### src/rtl/register_file.sv
// MIPS-style register file: two combinational read ports with write-through bypass,
// one write port, and a registered debug read port.
module register_file #(
    parameter int unsigned INST_SZ = 32,
    parameter int unsigned REG_SZ  = 5
) (
    input  logic               i_clk,
    input  logic               i_reset,
    input  logic               i_enable,
    input  logic               i_reg_write,
    input  logic [REG_SZ-1:0]  i_write_reg,
    input  logic [INST_SZ-1:0] i_write_data,
    input  logic [REG_SZ-1:0]  i_read_reg_1,
    input  logic [REG_SZ-1:0]  i_read_reg_2,
    output logic [INST_SZ-1:0] o_read_data_1,
    output logic [INST_SZ-1:0] o_read_data_2,
    input  logic [REG_SZ-1:0]  i_dbg_addr,
    output logic [INST_SZ-1:0] o_dbg_data
);

    localparam int unsigned DEPTH = 2 ** REG_SZ;

    logic [INST_SZ-1:0] regs_q [DEPTH];
    logic [INST_SZ-1:0] dbg_data_q;
    logic               wr_en;
    logic [INST_SZ-1:0] rd_data_1;
    logic [INST_SZ-1:0] rd_data_2;

    // Reset held low also blocks the bypass, so readers see stored values during reset.
    assign wr_en = i_reset & i_enable & i_reg_write & (i_write_reg != '0);

    always_ff @(posedge i_clk) begin
        if (!i_reset) begin
            for (int i = 0; i < int'(DEPTH); i++) begin
                regs_q[i] <= '0;
            end
            dbg_data_q <= '0;
        end else begin
            if (wr_en) begin
                regs_q[i_write_reg] <= i_write_data;
            end
            // Debug port sees committed storage only; it is not gated by i_enable.
            dbg_data_q <= (i_dbg_addr == '0) ? '0 : regs_q[i_dbg_addr];
        end
    end

    always_comb begin
        rd_data_1 = (i_read_reg_1 == '0) ? '0 : regs_q[i_read_reg_1];
        if (wr_en && (i_write_reg == i_read_reg_1)) begin
            rd_data_1 = i_write_data;
        end
    end

    always_comb begin
        rd_data_2 = (i_read_reg_2 == '0) ? '0 : regs_q[i_read_reg_2];
        if (wr_en && (i_write_reg == i_read_reg_2)) begin
            rd_data_2 = i_write_data;
        end
    end

    assign o_read_data_1 = rd_data_1;
    assign o_read_data_2 = rd_data_2;
    assign o_dbg_data    = dbg_data_q;

endmodule

### config.mk
export PLATFORM = sky130hd
export DESIGN_NAME = register_file
export DESIGN_NICKNAME = d
export VERILOG_FILES = /design/src/rtl/register_file.sv
export SDC_FILE = /design/constraint.sdc
export NUM_CORES = 2
export LEC_CHECK = 0
export CAP_MARGIN = 30
export CORE_AREA = 2 2 427 387
export DETAILED_ROUTE_END_ITERATION = 6
export DIE_AREA = 0 0 429 389
export PLACE_DENSITY_LB_ADDON = 0.15
export SETUP_SLACK_MARGIN = 0.3
export SLEW_MARGIN = 40
export SYNTH_ARGS = -nofsm -noshare
export SYNTH_HDL_FRONTEND = slang
export SYNTH_SLANG_ARGS = --single-unit
### constraint.sdc
create_clock -name i_clk -period 5.35 [get_ports i_clk]
set_input_delay 0.8025 -clock i_clk [delete_from_list [all_inputs] [get_ports i_clk]]
set_output_delay 0.8025 -clock i_clk [all_outputs]
set_load 0.01 [all_outputs]
# [Word level (Yosys, flattened, before mapping)]
# Memories as Yosys holds them, arrays and structs flattened. A register that Yosys moved wholly into a read port is not among the register bits.
# Index checks and enable logic that the tools add are counted.
[totals] reg_bits=0 wordCells=26 romBits=0 latch_bits=0 memories=1 mem_bits_rw=1024
[memory_table] name="regs_q" words=32 word_bits=32 read_ports=3 rd_ports_with_merged_regs=1 write_ports=32 line="23" rtl="logic [INST_SZ-1:0] regs_q [DEPTH];"
[classes] n_div=0 n_reduce_logical=8 order_cmp=0 n_eq_ne=2 n_mul=0 mux=11 shifts=0 addsub=0 n_bitwise=4
[ops] op="32-bit two-way mux" count=5
[ops] op="32-bit OR reduction" count=1
[ops] op="5-bit zero test" count=3
[ops] op="5-bit equality test" count=2
[ops] op="1-bit two-way mux" count=5
[ops] op="5-bit two-way mux" count=1
[ops] op="5-bit nonzero test" count=1
[ops] op="1-bit bitwise AND" count=3
[ops] op="1-bit logical AND" count=2
[ops] op="2-bit OR reduction" count=1
[ops] op="1-bit NOT" count=1

# [Depth between registers and ports, before layout]
[logic_depth] ltp_word=8 ltp_mapped=10 depth_no_buf=5

# [Worst setup path after synthesis]
# OpenSTA, ideal clock, no wires.
[synth_timing] path_type="input to register" start="input i_reg_write" end="memory regs_q[15][0] (enable)" stages=5 setup_time_ns=0.466 required_ns=4.884 slack_ns=0.961 t_arrival_ns=3.923 path_cell_list="and3_1 > clkbuf_1 > nand3_1 > clkbuf_1 > o21ai_0"
[synth_rtl] item="start, declared" line="10" rtl="input logic i_reg_write,"
[synth_rtl] item="end, declared" line="23"

# [Final worst setup path]
[layout_timing] start="input i_write_reg[3]" end="output o_read_data_1[9]"
[layout_via] elab_chain_len=4 word_cells_on_any_way=5 classes_between="eq/ne (1); mux (1); bitwise (1); reduce/logical (2)"
[layout_lines] item="start, declared" line="11" rtl="input logic [REG_SZ-1:0] i_write_reg,"
[layout_lines] item="5-bit nonzero test" line="30" rtl="assign wr_en = i_reset & i_enable & i_reg_write & (i_write_reg != '0);"
[layout_lines] item="1-bit bitwise AND" line="30"
[layout_lines] item="1-bit logical AND *" line="49" rtl="if (wr_en && (i_write_reg == i_read_reg_1)) begin"
[layout_lines] item="32-bit two-way mux *" line="49"
[layout_lines] item="end, declared" line="15" rtl="output logic [INST_SZ-1:0] o_read_data_1,"
# Every way passes the cells marked *; elsewhere a longest branch is shown, timed or not.

==> summary.md <==
| Metric | Value |
|---|---|
| Net switching power | `about 6 mW` |
| Reg2reg setup slack | `approximately 3.2 ns` |
| Area after DPL | `around 0.07 mm²` |
| Vias in the first global route | `between 40,000 and 50,000` |
| Max IR drop VDD | `~300 µV` |
| Initial Utilization | `0.397` |
| Synth top area cells | `edfxtp_1 48%, mux4_2 22%, and2_1 9.6%, mux2i_1 6.0%, clkbuf_1 2.0%` |
| Top FF cell, synth | `edfxtp_1` |
| Count of different cell masters after synthesis | `45` |
| DRC errors left | `3` |
| First-pass GRT wire length | `~380,000 µm` |
| Final Skew | `around 0.038 ns` |
| First-pass detailed-route iteration total | `7` |
| CP startpoint kind | `input port` |
| CP Capture Type | `primary output` |
| Max-Cap Viols | `0` |
| Die area | `~0.17 mm²` |
| CP top delay family | `buffers and inverters` |
| Antenna-violating nets left | `0` |
| Initial antenna violation count | `25` |
| Chip Width | `between 400 and 500 µm` |
| Post-CTS Setup Inserts | `0` |
| Mux cell area share after synthesis | `0.294` |
| RD Place Congestion | `~0.9` |
| Post-Synth XOR/XNOR Area | `0.00136` |
| Area grow syn2layout | `15.1%` |
| Number of synthesized flops with an enable pin | `just over 1,000` |
| Hold path cells | `2` |
| Simple-Gate Fraction of Synth Area | `0.126` |
| Root Driver | `clkbuf_16` |
| Rows | `141` |
| Wire per inst | `between 30 and 40 µm` |
| Fin area | `~0.074 mm²` |
| Crit path largest cell delay | `around 0.60 ns` |
| Post-Synth Adder-Cell Area | `0` |
| WP depth | `8` |
| Switching part of the total power | `0.276` |
| Grt total ovfl | `0` |
| Cell Chain, Critical Path | `clkdlybuf4s50_1 -> or3_4 -> o31ai_4 -> nor3_4 -> buf_4 -> nor4_1 -> a32o_1 -> clkdlybuf4s50_1` |
| IO Pins | `between 150 and 200` |
| Post-CTS sizing | `0` |
| CP Data Required Time | `between 4 and 5 ns` |
| Clk pin slew, worst setup/hold paths | `roughly 0.06 ns` |
| Cell area after synthesis | `between 0.06 and 0.07 mm²` |
| Maximum clock rate | `203 MHz` |
| Most used cell, CP | `clkdlybuf4s50_1` |
| Fill cells | `~14,000` |
| Crit path time final | `4.93 ns` |
| Routed WL | `around 270,000 µm` |
| Core ar. | `between 0.15 and 0.2 mm²` |
| # port buffers | `approximately 150` |
| Sinks on the clock net | `around 1,100` |
| Largest net degree at the start of global routing | `94` |
| Clock buffer depth | `3` |
| WS Path Type | `input port to primary output` |
| Syn Inst Count | `4,603` |
| Largest family of logic cells by synthesized area | `multiplexers` |
| Yosys reg bits | `roughly 1,100` |
| Synth top area share | `0.476` |
| Post-synth ARST share | `0` |
| Slew Viols, Final | `0` |
| Cells on worst reg2reg path | `4` |
| Compound-Gate Fraction of Synth Area | `0.0561` |
| Internal power | `approximately 16 mW` |
| Area of the multi-input gates | `approximately 0.032 mm²` |
| Final hold violations | `0` |
| Share of cells above drive strength 1 | `0.271` |
| Post-DP HPWL | `between 150,000 and 200,000 µm` |
| Final setup TNS | `0 ns` |
| Final Cycle Share | `0.922` |
| Slew Limit Headroom | `0.394` |
| Later-pin clock latency in the skew report | `roughly 0.80 ns` |
| Sequential share of the synthesized area | `0.486` |
| Failing checks | `design-rule violations` |
| Least-Margin Pin Slew | `0.910 ns` |
| Synth Area per Inst | `14.0 µm²` |
| Flop pwr share | `0.446` |
| Reg area | `between 0.03 and 0.04 mm²` |
| Clock Power Share | `0.389` |
| HP Class | `input port to register` |
| CP arrival | `4.13 ns` |
| Die Span Y | `389 µm` |
| TritonCTS clock tree | `built` |
| Clock H-tree levels | `3` |
| Final setup fails | `0` |
| P_leak | `~26 nW` |
| Vias per cell | `~6.7` |
| Status | `finished with violations` |
| GRT Resource Usage Total | `0.325` |
| # hold bufs at CTS | `0` |
| Comb pwr share | `0.165` |
| Synth Warn # | `0` |
| First DRT Iteration DRCs | `between 7,000 and 8,000` |
| Critical path's slowest cell | `clkdlybuf4s50_1` |
| Peak fanout along the critical path | `10` |
| Post-layout nets | `about 4,700` |
| Power Density | `298 mW/mm²` |
| CTS Buf Count | `between 100 and 150` |
| Cell taking the most area after synthesis | `edfxtp_1` |
| RSZ-0062 raised after global routing | `false` |
| Total number of vias | `46,100` |
| Buffers & Inverters on Critical Path | `3` |
[power groups by stage]
stage / Combinational [mW] / Sequential [mW] / Clock (mW)
floorplan: 2.09 / 9.94 / 0
global placement: 3.59 / 10.0 / 0
detailed placement: 3.60 / 10.0 / 0
CTS: 3.61 / 9.86 / 8.68
global route: 3.76 / 9.93 / 8.98
finish: 3.66 / 9.88 / 8.62
[registers in the layout, summed over array words and instances, names as in the netlist]
register,count
regs_q,1024
o_dbg_data,32
[path summary, 6_finish.rpt]
kind                                       start               end
worst max register to register    regs_q[31][25]    o_dbg_data[25]
worst max-delay path              i_write_reg[3]  o_read_data_1[9]
worst min-delay path            i_write_data[11]    regs_q[29][11]
worst min register to register     regs_q[8][30]    o_dbg_data[30]
[cell families (layout without fill, tap and decap cells)]
group / after synthesis / count (layout)
XOR/XNOR: 10 / 10
flip-flops: 1056 / 1056
AO/OA/AOI/OAI: 530 / 530
multiplexers: 1091 / 1091
AND/OR/NAND/NOR: 1349 / 1349
other: 1 / 45
buffers and inverters: 566 / 685
[layer usage]
layer  routed length, µm  track usage  vias up
met1              104000        0.431    23900
met4               17100        0.172        8
met2              124000        0.501     3338
met3               28500       0.0710      746
li1                    -            -    18200
met5                  45            0        -
[cells in the mapped netlist, types with 3 or more instances]
cell type  count
edfxtp_1    1024
and2_1       994
mux4_2       640
mux2i_1      386
clkbuf_1     337
buf_2        140
a22oi_1      130
o21ai_0      107
a21oi_1       99
nand3_1       94
mux2_2        65
nor2b_1       65
a211oi_1      62
a221oi_1      59
nand2_1       54
nor2_1        54
nor4_1        47
a32o_1        46
buf_1         44
inv_1         33
dfxtp_1       32
or4_1         18
o21ai_1       17
buf_4          8
xnor2_1        8
nand3b_1       5
buf_6          4
nand2b_1       4
o22ai_1        4
o221ai_1       3
[worst reg2reg max path, stage by stage, from the launching register on]
cell      delay [ns]
edfxtp_1        0.42
mux4_2          0.51
mux4_2          0.52
nand3_1         0.20
o21ai_0         0.25
[layout make-up]
| type | count | area share |
|---|---|---|
| inverter | 33 | 0.00167 |
| clock buffer | 146 | 0.0432 |
| multi-input combinational | 3012 | 0.426 |
| clock inverter | 75 | 0.0107 |
| antenna | 13 | 0.000438 |
| sequential | 1056 | 0.422 |
| tap | 2145 | 0.0361 |
| timing repair buffer | 431 | 0.0595 |
[cells in the final DEF, fill, tap and decap left out, types with 13 or more instances in the layout]
cell             instances
mux2_2                  65
o21ai_4                 31
nor2_4                  35
a32o_1                  46
clkbuf_8                15
a211oi_1                62
bufinv_16               14
dfxtp_1                 32
clkbuf_16              118
nand3_1                 92
buf_12                  57
diode_2                 13
mux2i_1                386
nor4_1                  45
edfxtp_1              1024
clkdlybuf4s50_1        125
or4_1                   18
clkbuf_1                13
nor2b_1                 62
a21oi_1                 99
nand2_1                 53
buf_2                   13
inv_1                   32
o21ai_0                 76
nor2_1                  19
buf_4                  209
o21ai_1                 17
mux4_2                 640
and2_1                 992
a22oi_1                130
buf_6                   13
clkinv_2                27
conb_1                  32
a221oi_1                59
clkinv_1                20
[per-stage QoR]
stage | setup WS [ns] | std cells | hold slack (ns) | utilization | total power [mW]
floorplan | 0.961 | 4634 | 0.903 | - | 12.0
global placement | 0.300 | 6662 | 1.02 | 0.430 | 13.6
detailed placement | 0.431 | 6676 | 1.02 | 0.431 | 13.6
CTS | 0.439 | 6897 | 0.591 | 0.456 | 22.2
global route | 0.320 | 6899 | 0.606 | 0.456 | 22.7
finish | 0.420 | 6911 | 0.614 | 0.456 | 22.2
(Power assumes the default switching activity.)
